--- config.mk ---
export PLATFORM = sky130hd
export DESIGN_NAME = multicycle_control_flat
export DESIGN_NICKNAME = d
export VERILOG_FILES = /design/src/rtl/multicycle_control_if.sv /design/src/rtl/multicycle_control.sv /design/src/flat_wrapper.sv
export SDC_FILE = /design/constraint.sdc
export NUM_CORES = 1
export LEC_CHECK = 0
export BUFFER_PORTS_ARGS = -buffer_cell sky130_fd_sc_hd__buf_2
export CORE_MARGIN = 2
export CORE_UTILIZATION = 40
export DETAILED_ROUTE_END_ITERATION = 10
export GPL_TIMING_DRIVEN = 0
export PLACE_DENSITY = 0.84
export SYNTH_ARGS = -nofsm -noshare
export SYNTH_HDL_FRONTEND = slang
export SYNTH_SLANG_ARGS = --single-unit
--- constraint.sdc ---
create_clock -name clk -period 1.9 [get_ports clk]
set_input_delay 0.19 -clock clk [delete_from_list [all_inputs] [get_ports clk]]
set_output_delay 0.19 -clock clk [all_outputs]
set_load 0.01 [all_outputs]
--- src/rtl/multicycle_control_if.sv ---
// Control and handshake bundle between multicycle_control, the RV32I datapath and the memories.
// Defining INSTRET_COUNTER_EN adds the retired-instruction count.
interface multicycle_control_if;
  localparam int unsigned INSTR_W   = 32;
  localparam int unsigned ALU_OP_W  = 2;
  localparam int unsigned WB_SEL_W  = 2;
  localparam int unsigned PC_SRC_W  = 2;
  localparam int unsigned INSTRET_W = 32;

  logic [INSTR_W-1:0]  instr;
  logic                branch_condition_match;
  logic                imem_req;
  logic                imem_ready;
  logic                ir_load;
  logic                dmem_req;
  logic                dmem_we;
  logic                dmem_ready;
  logic [ALU_OP_W-1:0] alu_operation;
  logic                alu_src1;
  logic                alu_src2;
  logic                is_rtype;
  logic                reg_write;
  logic [WB_SEL_W-1:0] wb_sel;
  logic                pc_write;
  logic [PC_SRC_W-1:0] pc_src;
  logic                illegal;
`ifdef INSTRET_COUNTER_EN
  logic [INSTRET_W-1:0] instret;
`endif

  modport master (
    input  instr, branch_condition_match, imem_ready, dmem_ready,
    output imem_req, ir_load, dmem_req, dmem_we, alu_operation, alu_src1, alu_src2,
           is_rtype, reg_write, wb_sel, pc_write, pc_src, illegal
`ifdef INSTRET_COUNTER_EN
    , output instret
`endif
  );

  modport slave (
    output instr, branch_condition_match, imem_ready, dmem_ready,
    input  imem_req, ir_load, dmem_req, dmem_we, alu_operation, alu_src1, alu_src2,
           is_rtype, reg_write, wb_sel, pc_write, pc_src, illegal
`ifdef INSTRET_COUNTER_EN
    , input instret
`endif
  );
endinterface

--- src/rtl/multicycle_control.sv ---
// Main control FSM of the multi-cycle RV32I core: FETCH/DECODE/EXECUTE/MEM/WRITEBACK/TRAP.
// Optional INSTRET_COUNTER_EN macro adds a wrapping retired-instruction counter.
module multicycle_control #(
  parameter bit RESET_STATE_FETCH = 1'b1
) (
  input logic                  clk,
  input logic                  rst,
  multicycle_control_if.master bus
);

  typedef enum logic [2:0] {
    S_FETCH, S_DECODE, S_EXECUTE, S_MEM, S_WRITEBACK, S_TRAP
  } state_t;

  typedef enum logic [3:0] {
    C_R, C_IALU, C_LOAD, C_STORE, C_BRANCH, C_JAL, C_JALR, C_LUI, C_AUIPC, C_NONE
  } iclass_t;

  localparam logic [1:0] ALU_NONE   = 2'b00;
  localparam logic [1:0] ALU_BRANCH = 2'b01;
  localparam logic [1:0] ALU_ADD    = 2'b10;
  localparam logic [1:0] ALU_ARITH  = 2'b11;

  state_t  state;
  iclass_t iclass;
  iclass_t decoded;
  logic [1:0] alu_op;
  logic       src1;
  logic       src2;
  logic       rtype;
  logic       unused_instr_hi;

  function automatic iclass_t decode_opcode(input logic [6:0] op);
    case (op)
      7'b0110011: return C_R;
      7'b0010011: return C_IALU;
      7'b0000011: return C_LOAD;
      7'b0100011: return C_STORE;
      7'b1100011: return C_BRANCH;
      7'b1101111: return C_JAL;
      7'b1100111: return C_JALR;
      7'b0110111: return C_LUI;
      7'b0010111: return C_AUIPC;
      default:    return C_NONE;
    endcase
  endfunction

  assign decoded         = decode_opcode(bus.instr[6:0]);
  assign unused_instr_hi = ^bus.instr[31:7];

  // State and instruction-class registers
  always_ff @(posedge clk) begin
    if (rst) begin
      state  <= RESET_STATE_FETCH ? S_FETCH : S_TRAP;
      iclass <= C_NONE;
    end else begin
      unique case (state)
        S_FETCH:     if (bus.imem_ready) state <= S_DECODE;
        S_DECODE: begin
          iclass <= decoded;
          state  <= (decoded == C_NONE) ? S_TRAP : S_EXECUTE;
        end
        S_EXECUTE: begin
          if (iclass == C_BRANCH)                           state <= S_FETCH;
          else if (iclass == C_LOAD || iclass == C_STORE)   state <= S_MEM;
          else                                              state <= S_WRITEBACK;
        end
        S_MEM:       if (bus.dmem_ready) state <= (iclass == C_STORE) ? S_FETCH : S_WRITEBACK;
        S_WRITEBACK: state <= S_FETCH;
        S_TRAP:      state <= S_TRAP;
        default:     state <= S_TRAP;
      endcase
    end
  end

  // ALU drive per class; held from EXECUTE through MEM and WRITEBACK
  always_comb begin
    alu_op = ALU_NONE;
    src1   = 1'b0;
    src2   = 1'b0;
    rtype  = 1'b0;
    unique case (iclass)
      C_R:                   begin alu_op = ALU_ARITH; rtype = 1'b1; end
      C_IALU:                begin alu_op = ALU_ARITH; src2  = 1'b1; end
      C_LOAD, C_STORE, C_JALR: begin alu_op = ALU_ADD; src2  = 1'b1; end
      C_AUIPC:               begin alu_op = ALU_ADD; src1 = 1'b1; src2 = 1'b1; end
      C_BRANCH:              alu_op = ALU_BRANCH;
      default:               ;
    endcase
  end

  always_comb begin
    bus.imem_req      = 1'b0;
    bus.ir_load       = 1'b0;
    bus.dmem_req      = 1'b0;
    bus.dmem_we       = 1'b0;
    bus.alu_operation = ALU_NONE;
    bus.alu_src1      = 1'b0;
    bus.alu_src2      = 1'b0;
    bus.is_rtype      = 1'b0;
    bus.reg_write     = 1'b0;
    bus.wb_sel        = 2'b00;
    bus.pc_write      = 1'b0;
    bus.pc_src        = 2'b00;
    bus.illegal       = 1'b0;
    if (!rst) begin
      if (state == S_EXECUTE || state == S_MEM || state == S_WRITEBACK) begin
        bus.alu_operation = alu_op;
        bus.alu_src1      = src1;
        bus.alu_src2      = src2;
        bus.is_rtype      = rtype;
      end
      unique case (state)
        S_FETCH: begin
          bus.imem_req = 1'b1;
          bus.ir_load  = bus.imem_ready;
        end
        S_EXECUTE: begin
          if (iclass == C_BRANCH) begin
            bus.pc_write = 1'b1;
            bus.pc_src   = bus.branch_condition_match ? 2'b01 : 2'b00;
          end
        end
        S_MEM: begin
          bus.dmem_req = 1'b1;
          bus.dmem_we  = (iclass == C_STORE);
          bus.pc_write = (iclass == C_STORE) && bus.dmem_ready;
        end
        S_WRITEBACK: begin
          bus.reg_write = 1'b1;
          bus.pc_write  = 1'b1;
          unique case (iclass)
            C_LOAD:        bus.wb_sel = 2'b01;
            C_JAL, C_JALR: bus.wb_sel = 2'b10;
            C_LUI:         bus.wb_sel = 2'b11;
            default:       bus.wb_sel = 2'b00;
          endcase
          unique case (iclass)
            C_JAL:   bus.pc_src = 2'b01;
            C_JALR:  bus.pc_src = 2'b10;
            default: bus.pc_src = 2'b00;
          endcase
        end
        S_TRAP:  bus.illegal = 1'b1;
        default: ;
      endcase
    end
  end

`ifdef INSTRET_COUNTER_EN
  logic [31:0] instret_q;

  // One count per pc_write, i.e. per retired instruction
  always_ff @(posedge clk) begin
    if (rst)                                 instret_q <= 32'd0;
    else if (bus.pc_write && state != S_TRAP) instret_q <= instret_q + 32'd1;
  end

  assign bus.instret = rst ? 32'd0 : instret_q;
`endif

endmodule

--- src/flat_wrapper.sv ---
// flat-port wrapper written by rule: the top's interface ports become plain ports
module multicycle_control_flat 
#(
  parameter bit RESET_STATE_FETCH = 1'b1
)
  (clk, rst, bus_instr, bus_branch_condition_match, bus_imem_ready, bus_dmem_ready, bus_imem_req, bus_ir_load, bus_dmem_req, bus_dmem_we, bus_alu_operation, bus_alu_src1, bus_alu_src2, bus_is_rtype, bus_reg_write, bus_wb_sel, bus_pc_write, bus_pc_src, bus_illegal);
  multicycle_control_if bus_i ();
  input logic clk;
  input logic rst;
  input wire logic [$bits(bus_i.instr)-1:0] bus_instr;
  input wire logic [$bits(bus_i.branch_condition_match)-1:0] bus_branch_condition_match;
  input wire logic [$bits(bus_i.imem_ready)-1:0] bus_imem_ready;
  input wire logic [$bits(bus_i.dmem_ready)-1:0] bus_dmem_ready;
  output wire logic [$bits(bus_i.imem_req)-1:0] bus_imem_req;
  output wire logic [$bits(bus_i.ir_load)-1:0] bus_ir_load;
  output wire logic [$bits(bus_i.dmem_req)-1:0] bus_dmem_req;
  output wire logic [$bits(bus_i.dmem_we)-1:0] bus_dmem_we;
  output wire logic [$bits(bus_i.alu_operation)-1:0] bus_alu_operation;
  output wire logic [$bits(bus_i.alu_src1)-1:0] bus_alu_src1;
  output wire logic [$bits(bus_i.alu_src2)-1:0] bus_alu_src2;
  output wire logic [$bits(bus_i.is_rtype)-1:0] bus_is_rtype;
  output wire logic [$bits(bus_i.reg_write)-1:0] bus_reg_write;
  output wire logic [$bits(bus_i.wb_sel)-1:0] bus_wb_sel;
  output wire logic [$bits(bus_i.pc_write)-1:0] bus_pc_write;
  output wire logic [$bits(bus_i.pc_src)-1:0] bus_pc_src;
  output wire logic [$bits(bus_i.illegal)-1:0] bus_illegal;
  assign bus_i.instr = bus_instr;
  assign bus_i.branch_condition_match = bus_branch_condition_match;
  assign bus_i.imem_ready = bus_imem_ready;
  assign bus_i.dmem_ready = bus_dmem_ready;
  assign bus_imem_req = bus_i.imem_req;
  assign bus_ir_load = bus_i.ir_load;
  assign bus_dmem_req = bus_i.dmem_req;
  assign bus_dmem_we = bus_i.dmem_we;
  assign bus_alu_operation = bus_i.alu_operation;
  assign bus_alu_src1 = bus_i.alu_src1;
  assign bus_alu_src2 = bus_i.alu_src2;
  assign bus_is_rtype = bus_i.is_rtype;
  assign bus_reg_write = bus_i.reg_write;
  assign bus_wb_sel = bus_i.wb_sel;
  assign bus_pc_write = bus_i.pc_write;
  assign bus_pc_src = bus_i.pc_src;
  assign bus_illegal = bus_i.illegal;
  multicycle_control #(.RESET_STATE_FETCH(RESET_STATE_FETCH)) u_core (.clk(clk), .rst(rst), .bus(bus_i));
endmodule
* Yosys cells after proc, flatten, opt, wreduce, memory -nomap -nowiden
Index checks and enable logic that the tools add are counted.
** Operators by class
- Muxes and demuxes :: 43
- Eq/ne operators :: 25
- Reductions and logical operators :: 11
** Operators by type and width (number)
- case mux 4 bit (9 select lines) :: 1
- 2-to-1 mux 1 bit :: 24
- == test 7 x 6 -> 1 bit (second input constant) :: 3
- == test 7 bit (second input constant) :: 3
- 2-to-1 mux 3 bit :: 6
- == test 4 x 3 -> 1 bit (second input constant) :: 4
- case mux 3 bit (5 select lines) :: 1
- == test 7 x 5 -> 1 bit (second input constant) :: 2
- 2-to-1 mux 2 bit :: 6
- case mux 2 bit (3 select lines) :: 2
- == test 4 x 2 -> 1 bit (second input constant) :: 2
- == test 4 bit (second input constant) :: 2
- case mux 2 bit (2 select lines) :: 2
- == test 7 x 2 -> 1 bit (second input constant) :: 1
- == test 3 x 2 -> 1 bit (second input constant) :: 2
- == test 3 bit (second input constant) :: 2
- OR reduction 5 bit :: 1
- == test 4 x 1 -> 1 bit (second input constant) :: 1
- zero test 4 bit :: 1
- != test 2 bit (second input constant) :: 2
- OR reduction 2 bit :: 2
- OR reduction 4 bit :: 1
- == test 3 x 1 -> 1 bit (second input constant) :: 1
- zero test 3 bit :: 1
- 4 further kinds :: 6
** Storage, ports and cells
- Input port bits :: 37
- Register bits :: 7
- Output and inout port bits :: 16
- Logic and storage cells :: 81

* Depth between registers and ports, before layout
Gate-level depths: netlist of run 1.
- Depth after elaboration :: 5
- Gate-level depth with buffers :: 6
- Depth with buffers taken out :: 5

* Worst setup path before layout of run 1
Ideal clock, no wire load.
- Path type :: flip-flop to output port
- From :: register u_core.state[1]
- To :: output bus_pc_src[1]
- Stages on the path, launching flop included :: 6
- Path slack :: 235 ps
- Buffers on the path :: 1
- Data required time :: 1710 ps
- Arrival time :: 1475 ps
- Path through :: dfxtp_1 > buf_2 > nand2b_1 > nor3_1 > nand3b_1 > nor3b_1
** On the way
- Word-level cells in the longest chain between the ends :: 3
- Elaborated cells on any way between the ends :: 4
- Those cells by class :: eq/ne: 2; mux: 2
** RTL lines
- start: declaration :: line multicycle_control.sv:24 : state_t state;
- start signal: assignment :: line multicycle_control.sv:54 : state <= RESET_STATE_FETCH ? S_FETCH : S_TRAP;
- start signal: assignment :: line multicycle_control.sv:61 : state <= (decoded == C_NONE) ? S_TRAP : S_EXECUTE;
- start signal: assignment :: line multicycle_control.sv:68 : S_MEM: if (bus.dmem_ready) state <= (iclass == C_STORE) ? S_FETCH : S_WRITEBACK;
- == test 3 bit / == test 3 x 2 -> 1 bit (equally long branches) :: line multicycle_control.sv:113 : unique case (state)
- case mux 2 bit (2 select lines) * :: line multicycle_control.sv:113
- 2-to-1 mux 2 bit * :: line multicycle_control.sv:106 : if (!rst) begin
- end: declaration :: line flat_wrapper.sv:25 : output wire logic [$bits(bus_i.pc_src)-1:0] bus_pc_src;
Every way passes the cells marked *; elsewhere a longest branch is shown, timed or not.

* Worst setup path after layout of run 1
- From :: register u_core.state[1]
- To :: output bus_alu_operation[0]
** On the way
- Word-level cells in the longest chain between the ends :: 5
- Elaborated cells on any way between the ends :: 7
- Those cells by class :: eq/ne: 3; mux: 2; reduce/logical: 2
** RTL lines
- == test 3 x 2 -> 1 bit :: line multicycle_control.sv:107 : if (state == S_EXECUTE || state == S_MEM || state == S_WRITEBACK) begin
- logical OR 1 bit :: line multicycle_control.sv:107
- logical OR 1 bit * :: line multicycle_control.sv:107
- 2-to-1 mux 2 bit * :: line multicycle_control.sv:107
- 2-to-1 mux 2 bit * :: line multicycle_control.sv:106
- end: declaration :: line flat_wrapper.sv:18 : output wire logic [$bits(bus_i.alu_operation)-1:0] bus_alu_operation;
Marked as above.

==> metrics.yaml, run 1 <==
status:
  outcome: "completed"
cells_and_area:
  nNetsFinal: 182
  post-route-util_pct: 56.8
  drive_above_1_share_pct: 36.1
  final_area_um2: 991
  diodes: 0
  syn_to_final_growth_pct: 32.7
floorplan:
  core_region_area_um2: 1750
  die_h_um: 47.2
  die_area_um2: 2230
  rows: 15
  fp.dieW_um: 47.2
  io-pin-count: 53
  start_util_pct: 42.8
placement:
  hpwl_mm: 1.53
  routabilityCongestion: 0.839
  portBuffers: 27
  place_area_um2: 913
critical_path:
  crit_type: "flop to primary output"
  slowest_delay_ns: 0.33
  worstPathRequired_ns: 1.71
  r2r_start: "u_core.state[1]$_SDFFE_PP0P_"
  crit_family: "compound AO/OA/AOI/OAI gates"
  critPathBufInv: 2
  cp_slowest_cell: "a2111oi_2"
  rr_endpoint: "u_core.iclass[0]$_SDFFE_PP1P_"
  cp_max_fo: 9
  worstSetupStartpointType: "flop"
  path_cells: "clkbuf_4 -> nand2b_4 -> nor2_4 -> o21bai_2 -> a2111oi_2 -> buf_2"
  r2r_cells: 5
  arrival_ns: 1.63
  worstSetupEndpointType: "primary output"
  ff2ff_setup_slack_ns: 0.32
  crit_cells: 6
synth:
  synth_xor_area_share_pct: 2.35
  avgSynthCellArea_um2: 6.61
  ys_types: 40
  seq_area_frac_synth_pct: 18.8
  synth_edf_count: 0
  synthesis.area_um2: 747
  muxShareOfSynthArea_pct: 1.34
  synth_top_family_by_area: "simple AND/OR/NAND/NOR gates"
  synth_compound_area_share_pct: 29.6
  syn_nets: 150
  synth_fa_ha_area_share_pct: 0
  ys_ff_latch: 7
  synthFlopType: "dfxtp_1"
  yosys_warnings: 0
  synthArstFlopShare_pct: 0
  syn_inst: 113
  yosys.area_share.simple_pct: 43.2
clock_tree:
  root_buffer: "clkbuf_4"
  hold_buffers: 0
  clk_pin_slew_ns: 0.06
  clock-sinks: 7
  clockBufferDepth: 2
  htreeDepth: 1
  worstSkewPairLatency_ns: 0.27
  cts_inserted_buffers: 3
  cts_tree: "yes"
detailed_routing:
  wl_per_cell_um: 12.1
  routed_wl_mm: 2.05
  drtAntennaViolNets: 0
  drtIter0Drc: 20
  drc: 0
  via_count: 934
  vias_per_cell: 5.53
  dr.pass1.iters: 4
timing:
  tns_ns: 0
  fin_crit_ns: 1.82
  slew_viol_final: 0
  period_share_pct: 95.9
  hold_viol: 0
  clock-skew-final_ns: 0.0109
  worst_slew_pin_slew_ns: 0.518
  max_clock_freq_mhz: 549
  setup_viol: 0
  hold_slack_ns: 0.250
  relSlewSlack_pct: 65.5
  rsz0062_at_grt: "false"
min_path:
  min_from: "bus_instr[3]"
  worstHoldEndpoint: "u_core.iclass[0]$_SDFFE_PP1P_"
  hold_class: "primary input to flop"
  whs_path_depth: 3
job:
  max_cap_viol_count: 0
power:
  power_uw: 437
  leakage_nw: 0.432
  ir_worst_vdd_v: 0.000221
  power.density_nw_per_um2: 441
grt:
  grt_pass1_wl_mm: 3.35
  grt_max_degree: 11
  first_global_vias: 779
  grtUsageTotal_pct: 20.5
  grt_overflow_total: 0
  grt_antenna_before_repair: 0
## cell families (layout without fill, tap and decap cells)
| family | after synthesis | count (layout) |
|---|---|---|
| xor+xnor | 2 | 2 |
| flops | 7 | 7 |
| simple gates | 62 | 62 |
| mux | 1 | 1 |
| compound gates | 32 | 32 |
| buf+inv | 9 | 40 |
## routing by layer
metal	GRT usage (%)	wire length, um	vias to the layer above
met1	24.8	884	428
li1	-	-	473
met5	0	0	-
met3	4.62	108	5
met4	5.00	22	0
met2	36.4	1030	28
## flip-flops by register name, indices dropped and copies added, names as in the netlist
signal / cells
u_core.iclass: 4
u_core.state: 3
## how the worst max path moves through the flow
stage | from | end
CTS | u_core.state[1]$_SDFFE_PP0P_ | bus_pc_src[1]
global placement | u_core.state[1]$_SDFFE_PP0P_ | bus_alu_operation[0]
finish | u_core.state[1]$_SDFFE_PP0P_ | bus_alu_operation[0]
global route | u_core.state[1]$_SDFFE_PP0P_ | bus_alu_operation[0]
floorplan | u_core.state[1]$_SDFFE_PP0P_ | bus_pc_src[1]
detailed placement | u_core.state[1]$_SDFFE_PP0P_ | bus_alu_operation[0]
## cell type report
cell class | instances | area [um^2]
flip-flops and latches | 7 | 143
repair buffers | 28 | 143
multi-input cells | 97 | 608
well taps | 25 | 31.3
inverters | 2 | 7.51
fillers | 185 | 754
clock inverters | 1 | 5.00
clock buffers | 3 | 22.5
plain buffers | 6 | 31.3
## worst min-delay path, cell delays in order
cell and delay (ns):
buf_2 0.12, a2111oi_0 0.06, o21bai_1 0.11
## synthesized netlist by cell type, types with 3 or more instances
master / number / area share, %
o21ai_0: 4 / 2.7
a21oi_1: 11 / 7.4
nor2_1: 21 / 11
clkbuf_1: 3 / 1.5
nor2b_1: 4 / 3.3
dfxtp_1: 7 / 19
buf_1: 3 / 1.5
nor4_1: 4 / 3.3
nand2b_1: 5 / 4.2
nand2_1: 11 / 5.5
nor3_1: 3 / 2.0
## stage by stage
step | std cells | worst slack, ns
floorplan | 113 | 0.235
detailed placement | 165 | 0.144
finish | 169 | 0.0782
CTS | 169 | -0.0243
global route | 169 | 0.00286
global placement | 165 | 0.168
## cell usage in the layout, fill, tap and decap left out, types with 2 or more instances in the layout
master and instances:
and2_1 2, nor3_1 2, nor2b_1 3, nor2_1 20, clkbuf_4 4, a21oi_1 11, nand3b_1 2, dfxtp_2 2
o21ai_0 4, a31oi_1 2, nand2_1 11, dfxtp_1 5, and3_1 2, inv_1 2, a211oi_1 2, buf_2 28
clkbuf_2 3, nand2b_1 4, o211ai_1 2, nor4_1 4
## power breakdown
part / switching [mW] / leakage [nW] / internal [mW]
Combinational: 0.0711 / 0.356 / 0.0518
Sequential: 0.0157 / 0.0576 / 0.154
Clock: 0.0673 / 0.0177 / 0.0776
## repair_timing
item                                    CTS  global route
endpoints found under the setup margin    5             7
pin swaps                                 0             0
setup buffers                             0             1
gates resized for setup                   4            14
(Power assumes the default switching activity.)
==> inputs of run 2 (changes only) <==
--- a/config.mk
+++ b/config.mk
@@ -10,7 +10,7 @@
 export CORE_UTILIZATION = 40
 export DETAILED_ROUTE_END_ITERATION = 10
 export GPL_TIMING_DRIVEN = 0
-export PLACE_DENSITY = 0.84
+export PLACE_DENSITY = 0.83
 export SYNTH_ARGS = -nofsm -noshare
 export SYNTH_HDL_FRONTEND = slang
 export SYNTH_SLANG_ARGS = --single-unit
==> run 2 against run 1 <==
Compared with the run above:
- design area is 1.4% lower
- non-clock buffer count down 1
- first-iteration DRC count up 15%
- clock power is 6% lower
- critical endpoint is now bus_alu_src1
- highest routed layer unchanged
- global-route usage is 0.11 points lower
- die area did not move
- power decreased by 2.2%
- sequential share of layout area rose by 0.075 points
- register-to-register slack hardly changed
- setup slack improved by 0.078 ns
- count of clock-buffer cells in the layout up 1
==> metrics.yaml, run 2 (synthesized netlist as in run 1, its figures left out) <==
floorplan:
  die_area_um2: 2230
  rows: 15
  start_util_pct: 42.8
  core_region_area_um2: 1750
  io-pin-count: 53
  fp.dieW_um: 47.2
  die_h_um: 47.2
cells_and_area:
  diodes: 0
  regArea_um2: 141
  nNetsFinal: 181
  final_cells: 168
  multi_input_area_um2: 608
  drive_above_1_share_pct: 33.6
  syn_to_final_growth_pct: 30.8
  final_common_cell: "buf_2"
  n_fill_cell: 169
  reg_top3: "u_core.iclass (4), u_core.state (3)"
  post-route-util_pct: 56.0
  regMostFlops: "u_core.iclass"
  largest_reg_flops: 4
  final_area_um2: 977
  final_cell_mix: "buf_2 (29), nor2_1 (20), nand2_1 (11), a21oi_1 (11), dfxtp_1 (6)"
placement:
  portBuffers: 27
  dp.cells: 165
  hpwl_mm: 1.52
  place_area_um2: 913
  routabilityCongestion: 0.842
timing:
  hold_viol: 0
  relSlewSlack_pct: 67.3
  worst_slew_pin_slew_ns: 0.490
  period_share_pct: 91.8
  tns_ns: 0
  clock-skew-final_ns: 0.00376
  setup_viol: 0
  rsz0062_at_grt: "false"
  slew_viol_final: 0
  max_clock_freq_mhz: 573
  fin_crit_ns: 1.74
critical_path:
  cp_max_fo: 8
  worstSetupEndpointType: "primary output"
  crit_type: "flop to primary output"
  worstPathRequired_ns: 1.71
  worstSetupStartpointType: "flop"
  arrival_ns: 1.55
detailed_routing:
  dr.pass1.iters: 4
  vias_per_cell: 5.54
  wl_per_cell_um: 11.6
  via_count: 931
  drtAntennaViolNets: 0
  drc: 0
  routed_wl_mm: 1.95
  drtIter0Drc: 23
power:
  power.density_nw_per_um2: 437
  power_frac_seq_pct: 39.4
  p_int_uw: 285
  comb_power_share_pct: 28.7
  netSwitchingFraction_pct: 33.3
  leakage_nw: 0.421
  clockPowerShare_pct: 31.8
  p_switching_uw: 142
  ir_worst_vdd_v: 0.000204
  power_uw: 427
clock_tree:
  root_buffer: "clkbuf_4"
  hold_buffers: 0
  worstSkewPairLatency_ns: 0.26
  htreeDepth: 1
  cts_inserted_buffers: 3
  clk_pin_slew_ns: 0.05
  clockBufferDepth: 2
  clock-sinks: 7
  cts_tree: "yes"
min_path:
  hold_class: "primary input to flop"
grt:
  grtUsageTotal_pct: 20.3
  grt_max_degree: 11
  first_global_vias: 776
  grt_pass1_wl_mm: 3.22
  grt_antenna_before_repair: 0
  grt_overflow_total: 0
job:
  max_cap_viol_count: 0
status:
  outcome: "completed"
run 2: worst max-delay path: stages, from the launching register on:
cell	delay [ns]
dfxtp_1	0.52
nand2b_4	0.12
nor2_4	0.11
o21bai_2	0.11
nor4bb_1	0.27
buf_2	0.17
run 2: through the flow:
step,hold WS (ns),worst slack (ns)
after floorplan,0.352,0.235
after global placement,0.517,0.166
after detailed placement,0.525,0.130
after CTS,0.262,0.00355
after global routing,0.266,0.000812
final,0.262,0.156
run 2: area by class of cell:
type | instances | share of cell area [%]
Sequential cell | 7 | 14.5
Tap cell | 25 | 3.20
Timing Repair Buffer | 27 | 13.8
Inverter | 2 | 0.768
Buffer | 6 | 2.82
Multi-Input combinational cell | 97 | 62.2
Clock buffer | 4 | 2.69
run 2: worst paths after layout:
kind / from / end / slack, ns / depth (start not counted)
min: bus_imem_ready / u_core.state[0]$_SDFFE_PP0P_ / 0.26 / 3
min reg2reg: u_core.iclass[1]$_SDFFE_PP0P_ / u_core.iclass[1]$_SDFFE_PP0P_ / 0.63 / 2
max reg2reg: u_core.state[2]$_SDFFE_PP0P_ / u_core.state[0]$_SDFFE_PP0P_ / 0.31 / 4
max: u_core.state[2]$_SDFFE_PP0P_ / bus_alu_src1 / 0.16 / 5
run 2: per-layer routing:
layer	up-vias	share of wire, %	track usage (%)
met3	5	5.3	6.15
met4	0	1.3	7.22
li1	474	-	-
met5	-	0	0
met1	418	44	23.3
met2	34	49	35.6
run 2: timing repair:
item / in CTS / in global routing
pin swaps: 0 / 2
setup buffers: 0 / 0
endpoints found under the setup margin: 3 / 7
endpoints found under the hold margin: 0 / 0
gates resized for setup: 5 / 9
run 2: power groups by stage:
stage	Combinational, mW	Sequential [mW]	Clock [mW]
3_5_place_dp	0.125	0.160	0
4_1_cts	0.129	0.157	0.139
2_1_floorplan	0.0832	0.159	0
6_report	0.123	0.168	0.136
5_1_grt	0.137	0.169	0.157
3_3_place_gp	0.121	0.160	0
==> inputs of run 3 (changes only) <==
--- a/config.mk
+++ b/config.mk
@@ -11,6 +11,7 @@
 export DETAILED_ROUTE_END_ITERATION = 10
 export GPL_TIMING_DRIVEN = 0
 export PLACE_DENSITY = 0.83
+export RECOVER_POWER = 25
 export SYNTH_ARGS = -nofsm -noshare
 export SYNTH_HDL_FRONTEND = slang
 export SYNTH_SLANG_ARGS = --single-unit
==> run 3 against run 2 <==
Compared with the run above:
- power up 0.50%
- count of clock-buffer cells in the layout unchanged
- clock power about the same
- via count up 0.43%
- global-route usage unchanged
- non-clock buffer count unchanged
- first-iteration DRC count up 8.7%
- utilization down 0.072 points
- setup slack worse by 0.0087 ns
- hold slack worse by 0.00087 ns
- die area unchanged
- design area down 0.13%
- largest cell class unchanged
- largest power group unchanged
==> metrics.yaml, run 3 (synthesized netlist as in run 1, its figures left out) <==
status:
  outcome: "completed"
cells_and_area:
  drive_above_1_share_pct: 32.9
  n_fill_cell: 170
  syn_to_final_growth_pct: 30.7
  largest_reg_flops: 4
  nNetsFinal: 181
  final_cell_mix: "buf_2 (28), nor2_1 (20), nand2_1 (11), a21oi_1 (11), dfxtp_1 (6)"
  reg_top3: "u_core.iclass (4), u_core.state (3)"
  regMostFlops: "u_core.iclass"
  diodes: 0
  final_common_cell: "buf_2"
critical_path:
  worstSetupStartpointType: "flop"
  worstPathRequired_ns: 1.71
  worstSetupEndpointType: "primary output"
  arrival_ns: 1.56
  crit_type: "flop to primary output"
  cp_max_fo: 8
timing:
  slew_viol_final: 0
  relSlewSlack_pct: 67.4
  fin_crit_ns: 1.75
  clock-skew-final_ns: 0.00389
  hold_slack_ns: 0.261
  rsz0062_at_grt: "false"
  tns_ns: 0
  hold_viol: 0
  worst_slew_pin_slew_ns: 0.488
  setup_viol: 0
  max_clock_freq_mhz: 571
  period_share_pct: 92.2
grt:
  grt_antenna_before_repair: 0
  grt_pass1_wl_mm: 3.22
  first_global_vias: 776
  grt_max_degree: 11
  grt_overflow_total: 0
  grtUsageTotal_pct: 20.3
min_path:
  hold_class: "primary input to flop"
detailed_routing:
  dr.pass1.iters: 5
  drtAntennaViolNets: 0
  drc: 0
  wl_per_cell_um: 11.7
  routed_wl_mm: 1.97
  vias_per_cell: 5.57
  drtIter0Drc: 25
  via_count: 935
power:
  power.density_nw_per_um2: 440
  ir_worst_vdd_v: 0.000203
  leakage_nw: 0.416
clock_tree:
  htreeDepth: 1
  hold_buffers: 0
  worstSkewPairLatency_ns: 0.26
  clk_pin_slew_ns: 0.05
  root_buffer: "clkbuf_4"
  clockBufferDepth: 2
  cts_inserted_buffers: 3
  postCtsSetupRepairBufs: 0
  clock-sinks: 7
  cts_tree: "yes"
floorplan:
  rows: 15
  core_region_area_um2: 1750
  die_area_um2: 2230
  start_util_pct: 42.8
  io-pin-count: 53
  die_h_um: 47.2
  fp.dieW_um: 47.2
job:
  max_cap_viol_count: 0
placement:
  routabilityCongestion: 0.842
  portBuffers: 27
  hpwl_mm: 1.52
-- run 3: path summary, 6_finish.rpt --
path	start	endpoint	slack (ns)	depth (start not counted)
setup / recovery	u_core.state[2]$_SDFFE_PP0P_	bus_alu_src1	0.15	5
hold reg to reg	u_core.iclass[1]$_SDFFE_PP0P_	u_core.iclass[1]$_SDFFE_PP0P_	0.63	2
hold / removal	bus_instr[3]	u_core.iclass[0]$_SDFFE_PP1P_	0.26	3
setup reg to reg	u_core.state[2]$_SDFFE_PP0P_	u_core.state[0]$_SDFFE_PP0P_	0.30	4
-- run 3: what timing repair did --
action	in CTS	in global routing
endpoints found under the setup margin	3	7
cloned	0	0
pin swaps	0	2
resized for setup	5	9
-- run 3: worst max-delay path, stage by stage (launching register included) --
cell and delay (ns):
dfxtp_1 0.53, nand2b_4 0.12, nor2_4 0.11, o21bai_2 0.11, nor4bb_1 0.27, buf_2 0.17
-- run 3: layout make-up --
class                           instances  area, um^2  area share (%)
Sequential cell                         7         141            14.5
Timing Repair Buffer                   27         134            13.7
Multi-Input combinational cell         97         608            62.3
Buffer                                  6        27.5            2.82
Tap cell                               25        31.3            3.21
Inverter                                2        7.51           0.769
Clock buffer                            4        26.3            2.69
-- run 3: layer usage --
metal,GRT usage (%),wire (um),share of wire (%)
met4,7.22,23,1.2
met5,0,0,0
met3,6.15,115,5.8
met1,23.3,849,43
met2,35.6,983,50
-- run 3: power breakdown --
| part | internal [mW] | leakage, nW | switching (mW) | total, mW |
|---|---|---|---|---|
| sequential | 0.153 | 0.0572 | 0.0150 | 0.168 |
| clock | 0.0803 | 0.0150 | 0.0574 | 0.138 |
| combinational | 0.0512 | 0.344 | 0.0719 | 0.123 |
| total | 0.285 | 0.416 | 0.144 | 0.429 |
-- run 3: through the flow --
step / instance area, um^2 / power (mW) / utilization [%] / setup slack (ns) / cells
after global routing: 976 / 0.463 / 55.9 / 0.000812 / 168
final: 976 / 0.429 / 55.9 / 0.148 / 168
after CTS: 955 / 0.425 / 54.7 / 0.00355 / 169
after global placement: 913 / 0.280 / 52.3 / 0.166 / 165
after detailed placement: 913 / 0.285 / 52.3 / 0.130 / 165
after floorplan: 747 / 0.242 / - / 0.235 / 113
